--- src/rtl/copy_light_cmd_pkg.sv ---
// Shared types and default sizing for the copy-light command driver.
// The FSM state and press-direction enums are used by the driver top
// and its press timer.
package copy_light_cmd_pkg;

    typedef enum logic [1:0] {
        ST_IDLE   = 2'd0,
        ST_DECIDE = 2'd1,
        ST_PRESS  = 2'd2,
        ST_GAP    = 2'd3
    } state_t;

    typedef enum logic {
        DIR_UP   = 1'b0,
        DIR_DOWN = 1'b1
    } dir_t;

    localparam int DEF_LVL_W   = 2;
    localparam int DEF_LVL_MAX = 3;

endpackage

--- src/rtl/copy_light_press_timer.sv ---
// Loadable down-counter that times both the button pulse and the gap
// after it. 'last' is high during the final cycle of a loaded interval.
module copy_light_press_timer
    import copy_light_cmd_pkg::*;
#(
    parameter int CNT_W = 4
) (
    input  logic             clk,
    input  logic             rst,
    input  logic             load,
    input  logic [CNT_W-1:0] load_val,
    output logic             last
);

    logic [CNT_W-1:0] cnt;

    // Load a new interval, otherwise count down and park at zero.
    always_ff @(posedge clk or posedge rst) begin
        if (rst) begin
            cnt <= '0;
        end else if (load) begin
            cnt <= load_val;
        end else if (cnt != '0) begin
            cnt <= cnt - CNT_W'(1);
        end
    end

    assign last = (cnt == CNT_W'(1));

endmodule

--- src/rtl/copy_light_cmd_driver.sv ---
// Button-press sequencer for the four-level copy-light controller.
// Accepts a target level and issues timed button_up/button_down pulses
// until the tracked level matches it.
// Optional feature: define COPY_LIGHT_CMD_READBACK_EN to add the
// light_lvl readback port and close the loop on the controller's real
// level instead of the internal open-loop model.
module copy_light_cmd_driver
    import copy_light_cmd_pkg::*;
#(
    parameter int PRESS_CYCLES = 10,
    parameter int GAP_CYCLES   = 10,
    parameter int LVL_W        = DEF_LVL_W,
    parameter int LVL_MAX      = DEF_LVL_MAX
) (
    input  logic             clk,
    input  logic             rst,
    input  logic             cmd_valid,
    input  logic [LVL_W-1:0] cmd_lvl,
    output logic             cmd_ready,
    output logic             button_up,
    output logic             button_down,
    output logic             busy,
    output logic             done,
    output logic [LVL_W-1:0] cur_lvl
`ifdef COPY_LIGHT_CMD_READBACK_EN
    ,
    input  logic [LVL_W-1:0] light_lvl
`endif
);

    localparam int CNT_MAX = (PRESS_CYCLES > GAP_CYCLES) ? PRESS_CYCLES : GAP_CYCLES;
    localparam int CNT_W   = $clog2(CNT_MAX + 1);

    localparam logic [CNT_W-1:0] PRESS_LOAD = CNT_W'(PRESS_CYCLES);
    localparam logic [CNT_W-1:0] GAP_LOAD   = CNT_W'(GAP_CYCLES);
    localparam logic [LVL_W-1:0] LVL_TOP    = LVL_W'(LVL_MAX);

    // Requests above the top level are treated as the top level.
    function automatic logic [LVL_W-1:0] clamp_lvl(input logic [LVL_W-1:0] lvl);
        return (lvl > LVL_TOP) ? LVL_TOP : lvl;
    endfunction

    // One button press moves the level by one, pinned at 0 and LVL_MAX.
    function automatic logic [LVL_W-1:0] step_lvl(input logic [LVL_W-1:0] lvl,
                                                   input dir_t           d);
        if (d == DIR_UP) begin
            return (lvl >= LVL_TOP) ? LVL_TOP : lvl + LVL_W'(1);
        end
        return (lvl == '0) ? '0 : lvl - LVL_W'(1);
    endfunction

    state_t           state;
    dir_t             dir;
    logic [LVL_W-1:0] target;
    // Value cur_lvl will hold in the next cycle; used when entering DECIDE
    // so that the registered done flag agrees with cur_lvl inside DECIDE.
    logic [LVL_W-1:0] lvl_ahead;
    logic             timer_load;
    logic [CNT_W-1:0] timer_val;
    logic             timer_last;

`ifdef COPY_LIGHT_CMD_READBACK_EN
    logic [LVL_W-1:0] light_lvl_q;

    // Single register stage on the controller's level readback.
    always_ff @(posedge clk or posedge rst) begin
        if (rst) begin
            light_lvl_q <= '0;
        end else begin
            light_lvl_q <= light_lvl;
        end
    end

    assign lvl_ahead = light_lvl;
    assign cur_lvl   = light_lvl_q;
`else
    logic [LVL_W-1:0] model_lvl;

    // Open-loop copy of the controller level, stepped on the last press cycle.
    always_ff @(posedge clk or posedge rst) begin
        if (rst) begin
            model_lvl <= '0;
        end else if (state == ST_PRESS && timer_last) begin
            model_lvl <= step_lvl(model_lvl, button_up ? DIR_UP : DIR_DOWN);
        end
    end

    assign lvl_ahead = model_lvl;
    assign cur_lvl   = model_lvl;
`endif

    assign dir       = (target > cur_lvl) ? DIR_UP : DIR_DOWN;
    assign cmd_ready = (state == ST_IDLE);
    assign busy      = (state != ST_IDLE);

    // Start the press interval out of DECIDE and the gap out of PRESS.
    always_comb begin
        timer_load = 1'b0;
        timer_val  = PRESS_LOAD;
        if (state == ST_DECIDE && !done) begin
            timer_load = 1'b1;
            timer_val  = PRESS_LOAD;
        end else if (state == ST_PRESS && timer_last) begin
            timer_load = 1'b1;
            timer_val  = GAP_LOAD;
        end
    end

    copy_light_press_timer #(
        .CNT_W (CNT_W)
    ) u_timer (
        .clk      (clk),
        .rst      (rst),
        .load     (timer_load),
        .load_val (timer_val),
        .last     (timer_last)
    );

    // Capture the clamped target at the handshake; it is data, not control.
    always_ff @(posedge clk) begin
        if (state == ST_IDLE && cmd_valid) begin
            target <= clamp_lvl(cmd_lvl);
        end
    end

    // Sequencer FSM; done is registered on entry to DECIDE and doubles as
    // the match decision inside DECIDE.
    always_ff @(posedge clk or posedge rst) begin
        if (rst) begin
            state       <= ST_IDLE;
            button_up   <= 1'b0;
            button_down <= 1'b0;
            done        <= 1'b0;
        end else begin
            done <= 1'b0;
            case (state)
                ST_IDLE: begin
                    if (cmd_valid) begin
                        done  <= (clamp_lvl(cmd_lvl) == lvl_ahead);
                        state <= ST_DECIDE;
                    end
                end
                ST_DECIDE: begin
                    if (done) begin
                        state <= ST_IDLE;
                    end else begin
                        button_up   <= (dir == DIR_UP);
                        button_down <= (dir == DIR_DOWN);
                        state       <= ST_PRESS;
                    end
                end
                ST_PRESS: begin
                    if (timer_last) begin
                        button_up   <= 1'b0;
                        button_down <= 1'b0;
                        state       <= ST_GAP;
                    end
                end
                ST_GAP: begin
                    if (timer_last) begin
                        done  <= (target == lvl_ahead);
                        state <= ST_DECIDE;
                    end
                end
                default: begin
                    state <= ST_IDLE;
                end
            endcase
        end
    end

endmodule

--- config.mk ---
export PLATFORM = sky130hd
export DESIGN_NAME = copy_light_cmd_driver
export DESIGN_NICKNAME = d
export VERILOG_FILES = /design/src/rtl/copy_light_cmd_pkg.sv /design/src/rtl/copy_light_press_timer.sv /design/src/rtl/copy_light_cmd_driver.sv
export SDC_FILE = /design/constraint.sdc
export NUM_CORES = 1
export LEC_CHECK = 0
export ABC_CLOCK_PERIOD_IN_PS = 1300
export CORE_MARGIN = 4
export CORE_UTILIZATION = 45
export DETAILED_ROUTE_END_ITERATION = 16
export GPL_TIMING_DRIVEN = 0
export PLACE_DENSITY = 0.71
export SYNTH_ARGS = -nofsm -noshare
export SYNTH_HDL_FRONTEND = slang
export SYNTH_SLANG_ARGS = --single-unit
--- constraint.sdc ---
create_clock -name clk -period 1.3 [get_ports clk]
set_input_delay 0.13 -clock clk [delete_from_list [all_inputs] [get_ports clk]]
set_output_delay 0.13 -clock clk [all_outputs]
set_load 0.01 [all_outputs]
# Word-level counts from Yosys, hierarchy flattened
# Cells that the tools add are included.
[word_totals] wordCells=60 regBits=13 output_inout_bits=7
[classes] addsub=3 n_lt_le_gt_ge=3 mux=25 n_reduce_logical=12 eq_ne=10
[ops] operator="$mux W2" count=9
[ops] operator="$mux W1" count=10
[ops] operator="$mux W4" count=2
[ops] operator="$ne A2 B2 Y1 const B" count=4
[ops] operator="$pmux W2 S4" count=1
[ops] operator="$pmux W1 S2" count=3
[ops] operator="$reduce_and A3 Y1" count=2
[ops] operator="$reduce_bool A2 Y1" count=3
[ops] operator="$eq A2 B2 Y1" count=2
[ops] operator="$eq A2 B2 Y1 const B" count=2
[ops] operator="$eq A4 B1 Y1 const B" count=1
[ops] operator="$logic_not A2 Y1" count=2
[ops] operator="$reduce_bool A4 Y1" count=1
[ops] operator="$sub A4 B1 Y4 const B" count=1
[ops] operator="$logic_and A1 B1 Y1" count=3
[ops] operator="$add A2 B1 Y2 const B" count=1
[ops] operator="$eq A2 B1 Y1 const B" count=1
[ops] operator="$ge A2 B2 Y1 const B" count=1
[ops] operator="$gt A2 B2 Y1" count=1
[ops] operator="$gt A2 B2 Y1 const B" count=1
[ops] operator="$sub A2 B1 Y2 const B" count=1
[ops] operator="$logic_not A1 Y1" count=1

# Logic depth before layout (Yosys ltp)
# Gate-level depths: netlist of run 1.
[depth] ltp_word=5 depth_mapped=6 mapped_depth_nobuf=5

# Cells and area by module
# Synthesis of run 1 repeated with hierarchy kept, for this count alone.
[hier_totals] cells_unflattened=85 area_unflattened_um2=837.1
[by_module_without_submodules] module="copy_light_cmd_driver" seq_area_each_um2=235.2 cells_per_inst=59 instances=1 area_per_inst_um2=570.5
[by_module_without_submodules] module="copy_light_press_timer" seq_area_each_um2=100.1 cells_per_inst=26 instances=1 area_per_inst_um2=266.5

# Worst setup path before layout of run 1
# No wires, ideal clock.
[synth_path] path_type="reg2reg" start="reg model_lvl[1], in the netlist cur_lvl[1]" end="reg button_up" setup_time_ns=0.141 setup_slack_ns=-0.060 arrival_ns=1.219 period_less_slack_ns=1.360 stages_incl_launch_ff=6 cell_sequence="dfrtp_1 > inv_1 > ha_1 > nor2b_1 > o21ai_0 > o221ai_1"
[synth_between] elab_chain_len=3
[synth_lines] item="from (decl)" line_no="copy_light_cmd_driver.sv:77" text="logic [LVL_W-1:0] model_lvl;"
[synth_lines] item="from (signal assigned)" line_no="copy_light_cmd_driver.sv:84" text="model_lvl <= step_lvl(model_lvl, button_up ? DIR_UP : DIR_DOWN);"
[synth_lines] item="$gt A2 B2 Y1" line_no="copy_light_cmd_driver.sv:92" text="assign dir = (target > cur_lvl) ? DIR_UP : DIR_DOWN;"
[synth_lines] item="$mux W1" line_no="copy_light_cmd_driver.sv:144" text="if (done) begin"
[synth_lines] item="$pmux W1 S2" line_no="copy_light_cmd_driver.sv:136" text="case (state)"
[synth_lines] item="to (signal assigned)" line_no="copy_light_cmd_driver.sv:147" text="button_up <= (dir == DIR_UP);"
[synth_lines] item="to (decl)" line_no="copy_light_cmd_driver.sv:20" text="output logic button_up,"
# No other way between the ends. The select of a mux whose other input is x is not followed.
# A chain may end at the register's enable or synchronous reset.

# Final worst setup path of run 1
[layout_path] start="reg u_timer.cnt[1]" end="reg done"
[layout_between] elab_chain_len=3
[layout_lines] item="from (decl)" line_no="copy_light_press_timer.sv:15" text="logic [CNT_W-1:0] cnt;"
[layout_lines] item="from (signal assigned)" line_no="copy_light_press_timer.sv:22" text="cnt <= load_val;"
[layout_lines] item="from (signal assigned)" line_no="copy_light_press_timer.sv:24" text="cnt <= cnt - CNT_W'(1);"
[layout_lines] item="$eq A4 B1 Y1" line_no="copy_light_press_timer.sv:28" text="assign last = (cnt == CNT_W'(1));"
[layout_lines] item="$mux W1" line_no="copy_light_cmd_driver.sv:160" text="if (timer_last) begin"
[layout_lines] item="$pmux W1 S2" line_no="copy_light_cmd_driver.sv:136"
[layout_lines] item="to (signal assigned)" line_no="copy_light_cmd_driver.sv:139" text="done <= (clamp_lvl(cmd_lvl) == lvl_ahead);"
[layout_lines] item="to (signal assigned)" line_no="copy_light_cmd_driver.sv:161" text="done <= (target == lvl_ahead);"
[layout_lines] item="to (decl)" line_no="copy_light_cmd_driver.sv:23" text="output logic done,"
# No other way between the ends.

==> metrics, run 1 <==
Ant. Diodes=0; setup repair after global routing missed its margin=true; number of clock sinks=13; effective utilization at floorplan=47.90%; non-filler instance count after layout=141; internal power=0.0005445 W; WL/cell=15.68 µm; violated checks=negative setup slack; die height=50.87 µm; area fraction of the dominant cell type after synthesis=33.28%; area grow syn2layout=56.43%; maximum vdd ir drop=0.0005308 V; Layout fillers=120; P_leak=0.5889 nW; first-iteration detailed-routing DRC count=7; proportion of power drawn by combinational gates=3.3%; number of failing setup endpoints in the final timing report=7; Worst EP required=1500 ps; top cell types by occurrence after synthesis=11 x dfrtp_1, 10 x ha_1, 9 x inv_1; remaining antenna violation count=0; FMAX=736.7 MHz; crit path cell chain=inv_2 > ha_4 > nor3b_4 > buf_6 > buf_4 > nand4_1 > o31ai_1; number of buffers inserted for hold repair after clock tree synthesis=0; Cell Count Post-Placement=117; net switching share of the total power=23.42%; critical-path cell with the highest stage delay=dfrtp_1; die width=50.87 µm; Root Buffer=clkbuf_4; path type of the worst setup path=flop to flop; DPL Wire Length=1.234 mm; total congestion overflow after global routing=0; Skew-Pair Late Insertion Delay=290 ps; logic depth of the worst setup path including buffers=7; Clock Skew=5.239 ps; Largest stage delay, worst path=400 ps; part of the power in registers=58.0%; clock network fraction of total power=38.7%; data arrival time of the worst path=1550 ps; Sum Neg Setup Slack=-250.2 ps; register bit total from synthesis=13; fin worst setup slack=-57.36 ps; register area=337.8 µm²; post-synthesis async set-or-reset flop share=84.62%; number of nets in the layout=132; combined area of the multi-input logic cells=595.6 µm²; DP Area=978.4 µm²; largest delay contributor family on the critical path=flip-flops; final critical-path share of the clock period=104.4%; count of port buffers added during placement=11; slew margin rel.=70.85%; final std cell area, no fill=0.001294 mm²; top-level I/O count=12; Floorplan Core Area=0.001727 mm²; num rows=15; via count=731; first-pass GRT wire length=3.463 mm; sequential area share after synthesis=40.54%; prevailing post-synth register cell=dfrtp_1; area of the die=0.002588 mm²; Register-to-Register Path Depth=7; post-layout min period=1357 ps; maximum number of pins on one net before global-route repair=12; vias in the first global route=713; Final Hold Violating Endpoints=0; CTS Buf Count=3; post-DR vias/cell=5.184; endpoint kind of the worst setup timing path=flop; aggregate routed wire length=2.211 mm; Yosys warning total=0; initial antenna violation count=0; CP Max Fanout=3; all-layer global routing usage=18.82%; first drt pass iteration count=4; Critical Path Source Type=flop; R2R Setup Slk=-60 ps; max capacitance violation total=0; clock slew seen by the registers of the worst setup and hold paths=90 ps; H-Tree Level Count=1; routability congestion estimate=0.7641; number of DRC violations after detailed routing=0; largest area contributor in the netlist=dfrtp_1; Synthesized Nets=96; synthesized netlist cell count=81; maximum root-to-sink buffer count=2; power density normalized to cell area=549.6 mW/mm²; library cells used by synthesis=31; classification of the worst-slack hold path=primary input to async pin; most common cell in the synthesized netlist=dfrtp_1; synth top area cells=dfrtp_1 33%, ha_1 15%, edfxtp_1 7.3%; final number of max-transition violations=0; buffering stage count on the worst path with inverters included=3; fraction of final layout cells with drive strength greater than 1=46.55%; number of synthesized flops with an enable pin=2; CTS tree=done; mean instance size in the synthesized netlist=10.21 µm²; switching power of the nets=0.0001665 W; result of the run=finished with violations; actual slew at the worst max-slew pin=436.8 ps; area of the mapped netlist=827.0 µm²
==> layout by cell type, fill, tap and decap left out, types with 2 or more instances in the layout <==
cell type	n
o21ai_1	4
a21oi_2	3
clkbuf_4	3
buf_6	4
inv_2	5
ha_4	5
o21ai_2	2
mux2i_1	2
nand2b_1	2
dfrtp_2	2
inv_1	4
nand2_1	5
nor2_1	3
clkdlybuf4s50_1	4
dfrtp_1	9
xnor2_1	2
nor3b_4	2
dlygate4sd2_1	5
edfxtp_1	2
buf_4	18
ha_1	4
nor2b_1	2
o221ai_2	2
==> cell type report <==
type                       count  share of cell area [%]
buffer                         1                  0.8704
clock buffer                   4                   2.031
inverter                       9                   2.611
multi-input combinational     58                   46.03
sequential                    13                   26.11
tap                           25                   2.418
timing repair buffer          31                   19.92
==> kinds of logic (layout without fill, tap and decap cells) <==
logic type | count (synthesis) | in the layout | share of synthesized area [%]
multiplexers | 2 | 2 | 2.421
adder cells (fa/ha/maj) | 10 | 10 | 15.13
flip-flops | 13 | 13 | 40.54
AND/OR/NAND/NOR | 24 | 24 | 18.76
buffers and inverters | 10 | 45 | 4.689
AO/OA/AOI/OAI | 19 | 19 | 15.28
XOR/XNOR | 3 | 3 | 3.178
==> final timing paths <==
path | startpoint | endpoint
worst max-delay path | u_timer.cnt[1] | done
worst min-delay path | rst | u_timer.cnt[1]
worst max register to register | u_timer.cnt[1] | done
worst min register to register | button_down | button_down
max in group asynchronous | rst | cur_lvl[1]
min in group clk | cmd_lvl[0] | target[0]
==> worst register-to-register path: stages, from the launching register on <==
cell	delay (ps)
dfrtp_1	400
inv_2	120
ha_4	150
nor3b_4	200
buf_6	140
buf_4	110
nand4_1	80
o31ai_1	70
==> power by group through the flow <==
stage,combinational (W),clock [W],sequential [W]
2_1_floorplan,0.00000756,0,0.000421
3_3_place_gp,0.0000234,0,0.000421
3_5_place_dp,0.0000234,0,0.000421
4_1_cts,0.0000237,0.000272,0.000413
5_1_grt,0.0000259,0.000307,0.000413
6_report,0.0000232,0.000275,0.000413
==> state kept, by name, indices dropped and copies added (netlist names) <==
name,count
state,2
button_up,1
cur_lvl,2
target,2
button_down,1
done,1
u_timer.cnt,4
==> routing by layer <==
metal | track usage, % | up-vias | part of all wire, %
li1 | - | 355 | -
met1 | 22.72 | 359 | 44
met2 | 32.39 | 12 | 50
met3 | 2.332 | 5 | 3.3
met4 | 10.31 | 0 | 2.3
met5 | 0 | - | 0
==> metrics by stage <==
stage | worst slack [ps] | total power [W] | util [%] | hold slack [ps]
6_report | -57.36 | 0.0007110 | 74.93 | 124.0
5_1_grt | -131.8 | 0.0007455 | 74.93 | 170.8
4_1_cts | -44.43 | 0.0007079 | 70.51 | 144.9
3_5_place_dp | -161.9 | 0.0004443 | 56.67 | 454.3
3_3_place_gp | -118.5 | 0.0004443 | 56.67 | 452.0
2_1_floorplan | 8.613 | 0.0004285 | - | -17.63
==> timing repair <==
action,4_1_cts,5_1_grt
gates resized for setup,30,22
buffers inserted,18,2
pin swaps,2,9
setup endpoints to repair,18,13
No activity file was read; power rests on OpenSTA's default activity.
==> run 2, diff against run 1 <==
--- a/config.mk
+++ b/config.mk
@@ -5,8 +5,9 @@
 export SDC_FILE = /design/constraint.sdc
 export NUM_CORES = 1
 export LEC_CHECK = 0
+export ABC_AREA = 1
 export ABC_CLOCK_PERIOD_IN_PS = 1300
-export CORE_MARGIN = 4
+export CORE_MARGIN = 5
 export CORE_UTILIZATION = 45
 export DETAILED_ROUTE_END_ITERATION = 16
 export GPL_TIMING_DRIVEN = 0
==> run 2 against run 1 <==
  * Global-route usage down 5.1 points
  * Synthesized area up 1.5%
  * Wire length down 23%
  * Combinational power rose to 57 times the previous value
  * Sequential power up 64%
  * Critical path type unchanged
  * Critical path depth unchanged
  * The flow now finishes without violations
  * Setup slack better by 86 ps
  * Hold slack better by 22 ps
  * Core utilization down 9.3 points
==> metrics, run 2 <==
result of the run=finished, final reports clean; switching power of the nets=0.0009827 W; most common cell in the synthesized netlist=nand2_1; slew margin rel.=71.26%; final critical-path share of the clock period=97.82%; num rows=15; Design Power=0.002255 W; DPL Wire Length=1.221 mm; maximum number of pins on one net before global-route repair=12; register bank with the most flops=u_timer.cnt; routability congestion estimate=0.7163; post-synthesis async set-or-reset flop share=84.62%; number of DRC violations after detailed routing=0; Layout fillers=151; Critical Path Source Type=flop; Clock Skew=0.7132 ps; first-iteration detailed-routing DRC count=15; die height=53.20 µm; Worst EP required=1500 ps; number of failing setup endpoints in the final timing report=0; sequential area share after synthesis=39.94%; first drt pass iteration count=4; CTS tree=done; power density normalized to cell area=1969 mW/mm²; largest delay contributor family on the critical path=flip-flops; post-DR vias/cell=4.748; number of synthesized flops with an enable pin=2; net switching share of the total power=43.58%; register area=335.3 µm²; prevailing post-synth register cell=dfrtp_1; die width=53.20 µm; max capacitance violation total=0; CP Max Fanout=4; critical-path cell with the highest stage delay=dfrtp_1; Largest stage delay, worst path=410 ps; vias in the first global route=710; actual slew at the worst max-slew pin=430.7 ps; Final Hold Violating Endpoints=0; Skew-Pair Late Insertion Delay=270 ps; FMAX=786.4 MHz; all-layer global routing usage=13.72%; Synthesized Nets=120; clock network fraction of total power=10.8%; library cells used by synthesis=18; maximum root-to-sink buffer count=2; area grow syn2layout=36.36%; number of nets in the layout=142; aggregate routed wire length=1.706 mm; top-level I/O count=12; path type of the worst setup path=flop to flop; Floorplan Core Area=0.001745 mm²; H-Tree Level Count=1; highest-count cells in the layout ignoring fill and taps=26 x nand2_1, 12 x inv_1, 11 x dfrtp_1; area fraction of the dominant cell type after synthesis=32.79%; Yosys warning total=0; initial antenna violation count=0; count of port buffers added during placement=11; total congestion overflow after global routing=0; part of the power in registers=30.1%; classification of the worst-slack hold path=primary input to async pin; buffering stage count on the worst path with inverters included=2; endpoint kind of the worst setup timing path=flop; Ant. Diodes=0; largest area contributor in the netlist=dfrtp_1; proportion of power drawn by combinational gates=59.1%; P_leak=0.5856 nW; clock slew seen by the registers of the worst setup and hold paths=70 ps; via count=717; synth top area cells=dfrtp_1 33%, ha_1 15%, nand2_1 13%; CTS Buf Count=3; remaining antenna violation count=0; Root Buffer=clkbuf_4; post-layout min period=1272 ps; most common library cell in the layout ignoring fill and taps=nand2_1; register bit total from synthesis=13; final number of max-transition violations=0; crit path cell chain=buf_6 > ha_4 > inv_2 > nand2_2 > a21oi_4 > nand2_1 > o21ai_1; area of the die=0.002830 mm²; mean instance size in the synthesized netlist=7.996 µm²; combined area of the multi-input logic cells=516.7 µm²; WL/cell=11.30 µm; max reg flops=4; maximum vdd ir drop=0.001185 V; effective utilization at floorplan=48.10%; data arrival time of the worst path=1470 ps; top cell types by occurrence after synthesis=30 x nand2_1, 20 x inv_1, 11 x dfrtp_1; fraction of final layout cells with drive strength greater than 1=30.95%; area of the mapped netlist=839.6 µm²; core occupancy in the finished layout=65.59%; number of clock sinks=13; number of buffers inserted for hold repair after clock tree synthesis=0; first-pass GRT wire length=2.780 mm; synthesized netlist cell count=105; setup repair after global routing missed its margin=true; internal power=0.001272 W
run 2: cell types whose count changed after synthesis, sizes merged, moves of 3 or more:
cell    previous run  this run
nand2              5        31
o21ai              6        10
nor2b              3         0
inv                9        21
nand3              0         5
nand2b             3         0
run 2: area by class of cell:
class	instances	share of cell area [%]
Clock buffer	4	2.295
Timing Repair Buffer	17	13.66
Sequential cell	13	29.29
Tap cell	25	2.732
Inverter	21	6.885
Multi-Input combinational cell	71	45.14
run 2: repair_timing:
item | CTS | global route
setup endpoints to repair | 10 | 11
setup buffers | 4 | 2
gates resized for setup | 15 | 28
pin swaps | 1 | 4
run 2: worst register-to-register path: cells and delay by family (launching register included):
kind	cells	cell delay (ps)
fa+ha+maj	1	170
buf+inv	2	200
flops	1	410
compound gates	2	260
simple gates	2	150
run 2: routing by layer:
layer	part of all wire, %	up-vias	global-route usage [%]	wire, µm
met2	53	14	25.21	911
met1	41	327	14.96	697
met5	0	-	0	0
met4	2.1	0	6.383	36
met3	3.6	5	2.535	61
li1	-	371	-	-
run 2: worst paths after layout:
kind	startpoint	end	slack [ps]	cells after the start
max	state[1]	state[0]	30	7
min	rst	u_timer.cnt[3]	150	2
max reg2reg	state[1]	state[0]	30	7
min reg2reg	button_down	button_down	480	2
max in group asynchronous	rst	done	860	2
min in group clk	cmd_lvl[0]	target[0]	470	1
run 2: power groups by stage:
stage               registers [W]  logic (W)  clock network [W]
CTS                      0.000667    0.00110           0.000249
global route             0.000695    0.00151           0.000266
detailed placement       0.000700    0.00102                  0
floorplan                0.000688   0.000712                  0
global placement         0.000691    0.00100                  0
finish                   0.000679    0.00133           0.000243
run 2: cell families after synthesis:
group           synth area share [%]
compound gates                 11.63
flops                          39.94
fa+ha+maj                      14.90
simple gates                   22.06
buf+inv                        9.388
xor+xnor                       2.087
run 2: metrics by stage:
| step | setup slack [ps] | std cells | setup TNS [ps] | hold WS (ps) | cell area [µm²] |
|---|---|---|---|---|---|
| after floorplan | 3.688 | 105 | 0 | -17.56 | 839.6 |
| after global placement | -142.7 | 141 | -310.7 | 454.6 | 980.9 |
| after detailed placement | -170.1 | 141 | -479.4 | 452.3 | 980.9 |
| after CTS | -47.18 | 149 | -54.18 | 156.2 | 1040 |
| after global routing | -47.12 | 151 | -88.00 | 210.4 | 1145 |
| final | 28.33 | 151 | 0 | 145.9 | 1145 |
==> run 3, diff against run 2 <==
--- a/config.mk
+++ b/config.mk
@@ -10,8 +10,8 @@
 export CORE_MARGIN = 5
 export CORE_UTILIZATION = 45
 export DETAILED_ROUTE_END_ITERATION = 16
+export DONT_BUFFER_PORTS = 1
 export GPL_TIMING_DRIVEN = 0
-export PLACE_DENSITY = 0.71
 export SYNTH_ARGS = -nofsm -noshare
 export SYNTH_HDL_FRONTEND = slang
 export SYNTH_SLANG_ARGS = --single-unit
==> constraint.sdc (replaced) <==
create_clock -name clk -period 1.3 [get_ports clk]
set_input_delay 0.13 -clock clk [delete_from_list [all_inputs] [get_ports clk]]
set_output_delay 0.13 -clock clk [all_outputs]
set_load 0.1 [all_outputs]
==> run 3 against run 2 <==
  * Combinational power increased by 6%
  * Critical path depth is the same
  * Largest power group unchanged
  * Clock-buffer cell count is the same
  * First-iteration DRC count shrank 33%
  * Cell count shrank 6.0%
  * Non-clock buffer count shrank 9
  * Global-route usage is essentially flat
  * Final area shrank 8.5%
  * Via count shrank 4.9%
  * Sequential power is 49% higher
  * The flow now finishes with violations (negative setup slack)
  * Wire length is 5.5% lower
==> metrics, run 3 (synthesis results as in run 2) <==
result of the run=finished with violations; violated checks=negative setup slack; combined area of the multi-input logic cells=490.5 µm²; most common library cell in the layout ignoring fill and taps=nand2_1; Sum Neg Setup Slack=-2415 ps; Worst EP required=1460 ps; reg-to-reg startpoint=state[1]; Skew-Pair Late Insertion Delay=270 ps; maximum root-to-sink buffer count=2; part of the power in registers=37.8%; endpoint kind of the worst setup timing path=flop; number of nets in the layout=133; switching power of the nets=0.001469 W; die height=53.20 µm; Reg-to-Reg End=state[0]; R2R Setup Slk=-670 ps; top-level I/O count=12; DPL Wire Length=1.221 mm; first-pass GRT wire length=2.760 mm; H-Tree Level Count=1; CP Max Fanout=3; CTS Buf Count=3; slew margin rel.=64.00%; fraction of final layout cells with drive strength greater than 1=33.33%; aggregate routed wire length=1.613 mm; FMAX=508.5 MHz; die width=53.20 µm; maximum number of pins on one net before global-route repair=12; Root Buffer=clkbuf_4; classification of the worst-slack hold path=primary input to flop; Floorplan Core Area=0.001745 mm²; maximum vdd ir drop=0.001598 V; Final Hold Violating Endpoints=0; worst hold endpoint=done; final critical-path share of the clock period=151.3%; P_leak=0.5051 nW; number of DRC violations after detailed routing=0; first drt pass iteration count=3; number of clock sinks=13; WL/cell=11.36 µm; fin worst setup slack=-666.8 ps; area grow syn2layout=24.74%; startpoint of the worst hold path=cmd_lvl[0]; count of port buffers added during placement=0; path type of the worst setup path=flop to flop; number of failing setup endpoints in the final timing report=11; actual slew at the worst max-slew pin=540.0 ps; Layout fillers=172; all-layer global routing usage=13.73%; max capacitance violation total=0; num rows=15; final number of max-transition violations=0; highest-count cells in the layout ignoring fill and taps=29 x nand2_1, 12 x inv_1, 7 x inv_2, 7 x o21ai_0; clock slew seen by the registers of the worst setup and hold paths=80 ps; total congestion overflow after global routing=0; Clock Skew=4.114 ps; via count=682; max reg flops=4; first-iteration detailed-routing DRC count=10; data arrival time of the worst path=2130 ps; remaining antenna violation count=0; power density normalized to cell area=2558 mW/mm²; effective utilization at floorplan=48.10%; post-layout min period=1967 ps; routability congestion estimate=0.7803; Register-to-Register Path Depth=7; register area=346.6 µm²; vias in the first global route=680; cell count of the worst hold path=3; net switching share of the total power=54.85%; register bank with the most flops=u_timer.cnt; area of the die=0.002830 mm²; proportion of power drawn by combinational gates=52.7%; post-DR vias/cell=4.803; Ant. Diodes=0; CTS tree=done; internal power=0.001210 W; clock network fraction of total power=9.5%; core occupancy in the finished layout=60.00%; initial antenna violation count=0; Critical Path Source Type=flop; worst hold margin=58.67 ps; setup repair after global routing missed its margin=true
==> run 3: worst max-delay path, stage by stage (launching register included) <==
cell and delay, ps:
dfrtp_1 400, inv_2 100, ha_4 360, clkinvlp_4 540
nor2_2 250, a21oi_2 70, nand2_1 80, o21ai_2 60
==> run 3: per-stage QoR <==
step / worst slack, ps / instances / total power [W] / instance area (µm²)
2_1_floorplan: -587.2 / 105 / 0.002077 / 902.1
3_3_place_gp: -674.1 / 130 / 0.002242 / 933.4
3_5_place_dp: -692.2 / 130 / 0.002257 / 933.4
4_1_cts: -623.4 / 140 / 0.002608 / 1021
5_1_grt: -743.9 / 142 / 0.002877 / 1047
6_report: -666.8 / 142 / 0.002679 / 1047
==> run 3: worst max-delay path by stage <==
stage | from | endpoint | slack [ps] | cells past startpoint
after CTS | state[0] | state[1] | -620 | 6
after detailed placement | state[0] | state[1] | -690 | 7
final | state[1] | state[0] | -670 | 7
after global placement | state[1] | state[1] | -670 | 7
after global routing | state[1] | state[0] | -740 | 7
after floorplan | state[1] | state[1] | -590 | 7
==> run 3: timing repair <==
| item | CTS | global route |
|---|---|---|
| endpoints found under the setup margin | 10 | 13 |
| hold buffers | 3 | 0 |
| pin swaps | 9 | 5 |
| endpoints found under the hold margin | 13 | 0 |
| resized for setup | 4 | 5 |
| setup buffers | 3 | 2 |
==> run 3: cell type report <==
class,count,area share (%)
timing repair buffer,8,6.452
inverter,21,8.124
tap,25,2.987
clock buffer,4,2.509
sequential,13,33.09
multi-input combinational,71,46.83
==> run 3: per-layer routing <==
layer | up-vias | track usage, % | wire (µm)
met5 | - | 0 | 0
met4 | 0 | 5.106 | 10
met3 | 2 | 3.662 | 75
met2 | 7 | 25.62 | 854
met1 | 322 | 14.46 | 673
li1 | 351 | - | -
==> run 3: power groups by stage <==
stage                     Combinational, W  Clock [W]  Sequential [W]
after global routing               0.00157   0.000275         0.00103
after CTS                          0.00134   0.000259         0.00101
after detailed placement           0.00122          0         0.00103
after global placement             0.00121          0         0.00103
final                              0.00141   0.000255         0.00101
after floorplan                    0.00108          0        0.000993
